`config.mk`:
```
export PLATFORM = sky130hd
export DESIGN_NAME = uart_rx_cmd_ctrl
export DESIGN_NICKNAME = d
export VERILOG_FILES = /design/src/rtl/uart_rx_cmd_ctrl.sv
export SDC_FILE = /design/constraint.sdc
export NUM_CORES = 1
export LEC_CHECK = 0
export CORE_MARGIN = 5
export CORE_UTILIZATION = 30
export DETAILED_ROUTE_END_ITERATION = 16
export MAX_ROUTING_LAYER = met4
export SYNTH_ARGS = -nofsm -noshare
export SYNTH_HDL_FRONTEND = slang
export SYNTH_SLANG_ARGS = --single-unit
```
`constraint.sdc`:
```
create_clock -name CLK -period 5.6 [get_ports CLK]
set_clock_uncertainty 0.1 [all_clocks]
set_input_delay 1.12 -clock CLK [delete_from_list [all_inputs] [get_ports CLK]]
set_output_delay 1.12 -clock CLK [all_outputs]
set_load 0.01 [all_outputs]
```
`src/rtl/uart_rx_cmd_ctrl.sv`:
```
// rtl/uart_rx_cmd_ctrl.sv - UART RX command sequencer: frame assembly, regfile/ALU strobes, response channel
// Optional feature macro: CMD_ERR_CNT_EN (adds saturating err_cnt output)
module uart_rx_cmd_ctrl #(
    parameter int ADDR_W      = 4,
    parameter int DATA_W      = 8,
    parameter int TIMEOUT_CYC = 4095
) (
    input  logic                  CLK,
    input  logic                  RST,
    input  logic [DATA_W-1:0]     rx_p_data,
    input  logic                  rx_d_vld,
    input  logic                  rx_par_err,
    input  logic                  rx_frm_err,
    output logic                  wr_en,
    output logic                  rd_en,
    output logic [ADDR_W-1:0]     addr,
    output logic [DATA_W-1:0]     wr_data,
    input  logic [DATA_W-1:0]     rd_data,
    input  logic                  rd_data_vld,
    output logic                  alu_en,
    output logic [3:0]            alu_fun,
    input  logic [2*DATA_W-1:0]   alu_out,
    input  logic                  alu_out_vld,
    output logic                  clk_gate_en,
    output logic [DATA_W-1:0]     rsp_data,
    output logic                  rsp_valid,
    input  logic                  rsp_ready,
    output logic                  frame_err,
    output logic                  cmd_err
`ifdef CMD_ERR_CNT_EN
    ,
    output logic [7:0]            err_cnt
`endif
);

    localparam int CNT_W = $clog2(TIMEOUT_CYC + 1);
    localparam logic [CNT_W-1:0]  TMO_LAST = CNT_W'(TIMEOUT_CYC - 1);
    localparam logic [DATA_W-1:0] CMD_WR   = DATA_W'(8'hAA);
    localparam logic [DATA_W-1:0] CMD_RD   = DATA_W'(8'hBB);
    localparam logic [DATA_W-1:0] CMD_ALU  = DATA_W'(8'hCC);
    localparam logic [DATA_W-1:0] CMD_ALUN = DATA_W'(8'hDD);

    typedef enum logic [3:0] {
        IDLE, WR_ADDR, WR_DATA, RD_ADDR, RD_WAIT,
        OP_A, OP_B, ALU_FUN, ALU_WAIT, RSP
    } state_t;

    state_t              state, state_nxt;
    logic [CNT_W-1:0]    tmo_cnt, tmo_cnt_nxt;
    logic [DATA_W-1:0]   hi_byte, hi_byte_nxt;
    logic                hi_pend, hi_pend_nxt;
    logic [ADDR_W-1:0]   addr_nxt;
    logic [DATA_W-1:0]   wr_data_nxt, rsp_data_nxt;
    logic [3:0]          alu_fun_nxt;
    logic                wr_en_nxt, rd_en_nxt, alu_en_nxt, clk_gate_nxt;
    logic                rsp_valid_nxt, frame_err_nxt, cmd_err_nxt;
    logic                collecting;

    always_comb begin
        state_nxt     = state;
        tmo_cnt_nxt   = '0;
        hi_byte_nxt   = hi_byte;
        hi_pend_nxt   = hi_pend;
        addr_nxt      = addr;
        wr_data_nxt   = wr_data;
        rsp_data_nxt  = rsp_data;
        alu_fun_nxt   = alu_fun;
        rsp_valid_nxt = rsp_valid;
        wr_en_nxt     = 1'b0;
        rd_en_nxt     = 1'b0;
        alu_en_nxt    = 1'b0;
        frame_err_nxt = 1'b0;
        cmd_err_nxt   = 1'b0;
        collecting    = state inside {WR_ADDR, WR_DATA, RD_ADDR, OP_A, OP_B, ALU_FUN};

        if (collecting || state == IDLE) begin
            if (rx_d_vld && (rx_par_err || rx_frm_err)) begin
                frame_err_nxt = 1'b1;
                state_nxt     = IDLE;
            end else if (rx_d_vld) begin
                case (state)
                    IDLE: begin
                        if (rx_p_data == CMD_WR)        state_nxt = WR_ADDR;
                        else if (rx_p_data == CMD_RD)   state_nxt = RD_ADDR;
                        else if (rx_p_data == CMD_ALU)  state_nxt = OP_A;
                        else if (rx_p_data == CMD_ALUN) state_nxt = ALU_FUN;
                        else                            cmd_err_nxt = 1'b1;
                    end
                    WR_ADDR: begin
                        addr_nxt  = rx_p_data[ADDR_W-1:0];
                        state_nxt = WR_DATA;
                    end
                    WR_DATA: begin
                        wr_data_nxt = rx_p_data;
                        wr_en_nxt   = 1'b1;
                        state_nxt   = IDLE;
                    end
                    RD_ADDR: begin
                        addr_nxt  = rx_p_data[ADDR_W-1:0];
                        rd_en_nxt = 1'b1;
                        state_nxt = RD_WAIT;
                    end
                    OP_A, OP_B: begin
                        addr_nxt    = (state == OP_A) ? ADDR_W'(0) : ADDR_W'(1);
                        wr_data_nxt = rx_p_data;
                        wr_en_nxt   = 1'b1;
                        state_nxt   = (state == OP_A) ? OP_B : ALU_FUN;
                    end
                    ALU_FUN: begin
                        alu_fun_nxt = rx_p_data[3:0];
                        alu_en_nxt  = 1'b1;
                        state_nxt   = ALU_WAIT;
                    end
                    default: ;
                endcase
            end else if (collecting) begin
                // Idle gap inside a frame: abort once the gap reaches TIMEOUT_CYC cycles
                if (tmo_cnt == TMO_LAST) begin
                    frame_err_nxt = 1'b1;
                    state_nxt     = IDLE;
                end else begin
                    tmo_cnt_nxt = tmo_cnt + 1'b1;
                end
            end
        end else begin
            if (rx_d_vld) cmd_err_nxt = 1'b1;
            case (state)
                RD_WAIT: if (rd_data_vld) begin
                    rsp_data_nxt  = rd_data;
                    rsp_valid_nxt = 1'b1;
                    hi_pend_nxt   = 1'b0;
                    state_nxt     = RSP;
                end
                ALU_WAIT: if (alu_out_vld) begin
                    rsp_data_nxt  = alu_out[DATA_W-1:0];
                    hi_byte_nxt   = alu_out[2*DATA_W-1:DATA_W];
                    hi_pend_nxt   = 1'b1;
                    rsp_valid_nxt = 1'b1;
                    state_nxt     = RSP;
                end
                RSP: if (rsp_valid && rsp_ready) begin
                    if (hi_pend) begin
                        rsp_data_nxt = hi_byte;
                        hi_pend_nxt  = 1'b0;
                    end else begin
                        rsp_valid_nxt = 1'b0;
                        state_nxt     = IDLE;
                    end
                end
                default: ;
            endcase
        end

        // Gate stays open from ALU_FUN entry until the result arrives or the frame aborts
        clk_gate_nxt = (state_nxt == ALU_FUN) || (state_nxt == ALU_WAIT);
    end

    always_ff @(posedge CLK or negedge RST) begin
        if (!RST) begin
            state       <= IDLE;
            tmo_cnt     <= '0;
            hi_byte     <= '0;
            hi_pend     <= 1'b0;
            addr        <= '0;
            wr_data     <= '0;
            rsp_data    <= '0;
            alu_fun     <= '0;
            wr_en       <= 1'b0;
            rd_en       <= 1'b0;
            alu_en      <= 1'b0;
            clk_gate_en <= 1'b0;
            rsp_valid   <= 1'b0;
            frame_err   <= 1'b0;
            cmd_err     <= 1'b0;
        end else begin
            state       <= state_nxt;
            tmo_cnt     <= tmo_cnt_nxt;
            hi_byte     <= hi_byte_nxt;
            hi_pend     <= hi_pend_nxt;
            addr        <= addr_nxt;
            wr_data     <= wr_data_nxt;
            rsp_data    <= rsp_data_nxt;
            alu_fun     <= alu_fun_nxt;
            wr_en       <= wr_en_nxt;
            rd_en       <= rd_en_nxt;
            alu_en      <= alu_en_nxt;
            clk_gate_en <= clk_gate_nxt;
            rsp_valid   <= rsp_valid_nxt;
            frame_err   <= frame_err_nxt;
            cmd_err     <= cmd_err_nxt;
        end
    end

`ifdef CMD_ERR_CNT_EN
    logic [8:0] err_sum;
    assign err_sum = {1'b0, err_cnt} + 9'(frame_err_nxt) + 9'(cmd_err_nxt);

    always_ff @(posedge CLK or negedge RST) begin
        if (!RST) err_cnt <= '0;
        else      err_cnt <= err_sum[8] ? 8'hFF : err_sum[7:0];
    end
`endif

endmodule

```
==> metrics.md <==
| Metric | Value |
|---|---|
| Status | `finished clean` |
| Die area | `between 10,000 and 15,000 µm²` |
| Synth Area per Inst | `10.9 µm²` |
| Syn_nets | `305` |
| CP Capture Type | `flop` |
| Post CTS Setup Buffer Count | `0` |
| CTS tree | `yes` |
| Fin cells | `between 400 and 500` |
| Crit-path slowest cell | `clkdlybuf4s50_1` |
| WP data required | `5750 ps` |
| Post-synth EDFFs | `0` |
| # rows | `35` |
| Internal Power | `0.000995 W` |
| Vias per Instance | `4.77` |
| Comb pwr share | `0.370` |
| Port Buffer Count | `70` |
| Gr usage total | `0.124` |
| Post-CTS sizing | `0` |
| Fmax | `between 0.3 and 0.4 GHz` |
| Commonest non-fill, non-tap cell in the layout | `clkdlybuf4s50_1` |
| DR iter-0 viols | `61` |
| Ports | `71` |
| Sw Ratio | `0.322` |
| Least-Margin Pin Slew | `around 980 ps` |
| Die width | `108 µm` |
| Unique masters post-synth | `51` |
| Sequential Power Share | `0.435` |
| Vias in the first global route | `2,177` |
| Final Wtd Congestion | `~0.83` |
| Die height | `around 110 µm` |
| Post-synthesis async set-or-reset flop share | `1.00` |
| Number of synthesized register bits | `56` |
| Yosys warns | `0` |
| Final nets | `373` |
| Area leader, netlist | `dfrtp_1` |
| R2R Path Start | `state[0]$_DFF_PN0_` |
| Root buffer cell | `clkbuf_8` |
| Register Area | `between 1000 and 1500 µm²` |
| PwrDens | `roughly 390 nW/µm²` |
| Cell Area, Synth | `2860 µm²` |
| First-pass GRT wire length | `11.1 mm` |
| DP Area | `between 3000 and 4000 µm²` |
| Final setup fails | `0` |
| Initial antenna violation count | `0` |
| Max clock buf depth | `2` |
| Hold path endpoint | `addr[0]$_DFFE_PN0P_` |
| Largest net degree at the start of global routing | `57` |
| Clk slew on worst S/H paths | `90 ps` |
| Post-synth top area share | `0.491` |
| Final instance area | `3790 µm²` |
| Reg2Reg Depth | `5` |
| Vias | `~2,200` |
| Area growth syn-to-layout | `32.8%` |
| Hold path start | `addr[0]$_DFFE_PN0P_` |
| Cells along the critical path | `clkdlybuf4s50_1 -> nor4b_4 -> nand4_1 -> o211ai_1 -> nor4bb_1 -> mux2_2` |
| Worst skew pair latency | `310 ps` |
| Period minus WS final | `2980 ps` |
| Crit path DAT | `about 3100 ps` |
| DRC errors left | `0` |
| Share of post-route cells with drive strength above 1 | `0.151` |
| Leakage | `1.57 nW` |
| GRT overflow | `0` |
| Hold Buf Count CTS | `0` |
| Hold path cells | `2` |
| Starting Density | `0.308` |
| Fillers | `920` |
| Fin crit share | `0.533` |
| Hold crit path type | `reg2reg` |
| Synth area leaders | `dfrtp_1 (49%), mux2_2 (11%), nand2_1 (3.7%), o21ai_0 (3.0%), mux2i_1 (2.8%)` |
| Synthesized instance count | `263` |
| Main synth FF type | `dfrtp_1` |
| Placed Cells incl. Taps | `453` |
| Clk sinks | `56` |
| Clk pwr share | `0.195` |
| Placement Setup Slack | `2350 ps` |
| CORE AREA | `9280 µm²` |
| Routed wire length per instance | `14.8 µm` |
| Critical path class | `in2reg` |
| Slowest Stage Delay on Critical Path | `~660 ps` |
| CTS buffer count | `5` |
| Antenna-violating nets left | `0` |
| R2R setup slack | `2880 ps` |
| Drt first pass iters | `4` |
| Critical Path Fanout Max | `10` |
| Htree depth | `2` |
| Slew HR | `0.344` |
| Reg2reg end | `clk_gate_en$_DFF_PN0_` |
| Critical Path Source Type | `primary input` |
| Seq/Total Area, Yosys | `0.491` |
| VDD IR max | `~0.14 mV` |
| Psw | `about 0.00047 W` |
| Multi-input logic area | `1380 µm²` |
| RSZ-0062 raised after global routing | `no` |
| Final wirelength | `6.81 mm` |
| Final WS setup | `2620 ps` |
| Setup crit start | `rx_d_vld` |
| Max-cap viol count | `0` |
| Ant diodes | `0` |
| Max-slew violations | `0` |
| Most frequent cells in the layout | `clkdlybuf4s50_1 (69), dfrtp_1 (56), mux2_2 (29), nand2_1 (28), nor2_1 (19)` |
| Final Util | `0.408` |
| Final setup TNS | `0 ps` |
| DP HPWL | `5.01 mm` |
| Final count of hold timing violations | `0` |
-- cell type report --
type                    count  area share
well taps                 129      0.0426
repair buffers             72       0.187
clock inverters             1     0.00792
flip-flops and latches     56       0.370
multi-input cells         192       0.363
clock buffers               7      0.0254
inverters                   4     0.00396
-- state kept, by name, indices dropped and copies added (netlist names) --
signal / count
rsp_valid: 1
hi_byte: 8
alu_fun: 4
addr: 4
cmd_err: 1
wr_data: 8
rsp_data: 8
rd_en: 1
clk_gate_en: 1
state: 4
alu_en: 1
tmo_cnt: 12
frame_err: 1
hi_pend: 1
wr_en: 1
-- worst max-delay path by stage --
stage / endpoint / cells after the start / slack, ps
after CTS: clk_gate_en$_DFF_PN0_ / 6 / 2670
after global routing: clk_gate_en$_DFF_PN0_ / 6 / 2380
after floorplan: wr_data[0]$_DFFE_PN0P_ / 4 / 3140
final: clk_gate_en$_DFF_PN0_ / 6 / 2620
after global placement: clk_gate_en$_DFF_PN0_ / 6 / 2390
after detailed placement: clk_gate_en$_DFF_PN0_ / 6 / 2350
-- routing by layer --
metal	track usage	share of wire	vias to the layer above
met5	-	0	-
li1	-	-	1074
met4	0.0397	0.014	0
met1	0.156	0.45	1066
met2	0.199	0.48	51
met3	0.0288	0.051	6
-- Yosys cell counts, drive strengths merged (2+ instances only) --
library cell / number
dfrtp: 56
mux2: 29
nand2: 28
nor2: 19
o21ai: 18
buf: 10
nand3: 9
mux2i: 8
xnor2: 7
nand2b: 6
a21oi: 5
nand4: 5
nor3: 5
xor2: 5
inv: 4
nor2b: 4
a21o: 3
o2111ai: 3
a221oi: 2
a31oi: 2
and2b: 2
and3b: 2
and4bb: 2
ha: 2
nand3b: 2
nor3b: 2
nor4b: 2
nor4bb: 2
o31ai: 2
o41ai: 2
or2: 2
-- logic make-up after synthesis --
logic type               count (synthesis)  synth area share
AND/OR/NAND/NOR                         97             0.187
flip-flops                              56             0.491
AO/OA/AOI/OAI                           44             0.107
multiplexers                            37             0.142
buffers and inverters                   15            0.0272
XOR/XNOR                                12            0.0368
adder cells (fa/ha/maj)                  2           0.00876
-- critical path: cells and delay by family --
| kind | cells | cell delay, ps |
|---|---|---|
| and+or+nand+nor | 3 | 890 |
| buffers and inverters | 1 | 660 |
| AOI/OAI and AO/OA | 1 | 260 |
| muxes | 1 | 190 |
-- metrics by stage --
step	hold WS [ps]	total power [W]
after floorplan	368	0.000943
after global placement	368	0.00119
after detailed placement	371	0.00120
after CTS	394	0.00149
after global routing	417	0.00156
final	385	0.00147
-- power groups by stage --
stage / Clock (W) / Combinational [W] / Sequential, W
2_1_floorplan: 0 / 0.000321 / 0.000622
3_3_place_gp: 0 / 0.000547 / 0.000648
3_5_place_dp: 0 / 0.000550 / 0.000648
4_1_cts: 0.000299 / 0.000552 / 0.000640
5_1_grt: 0.000316 / 0.000591 / 0.000658
6_report: 0.000286 / 0.000542 / 0.000639
Note: power is estimated with default switching activity, not from simulation.
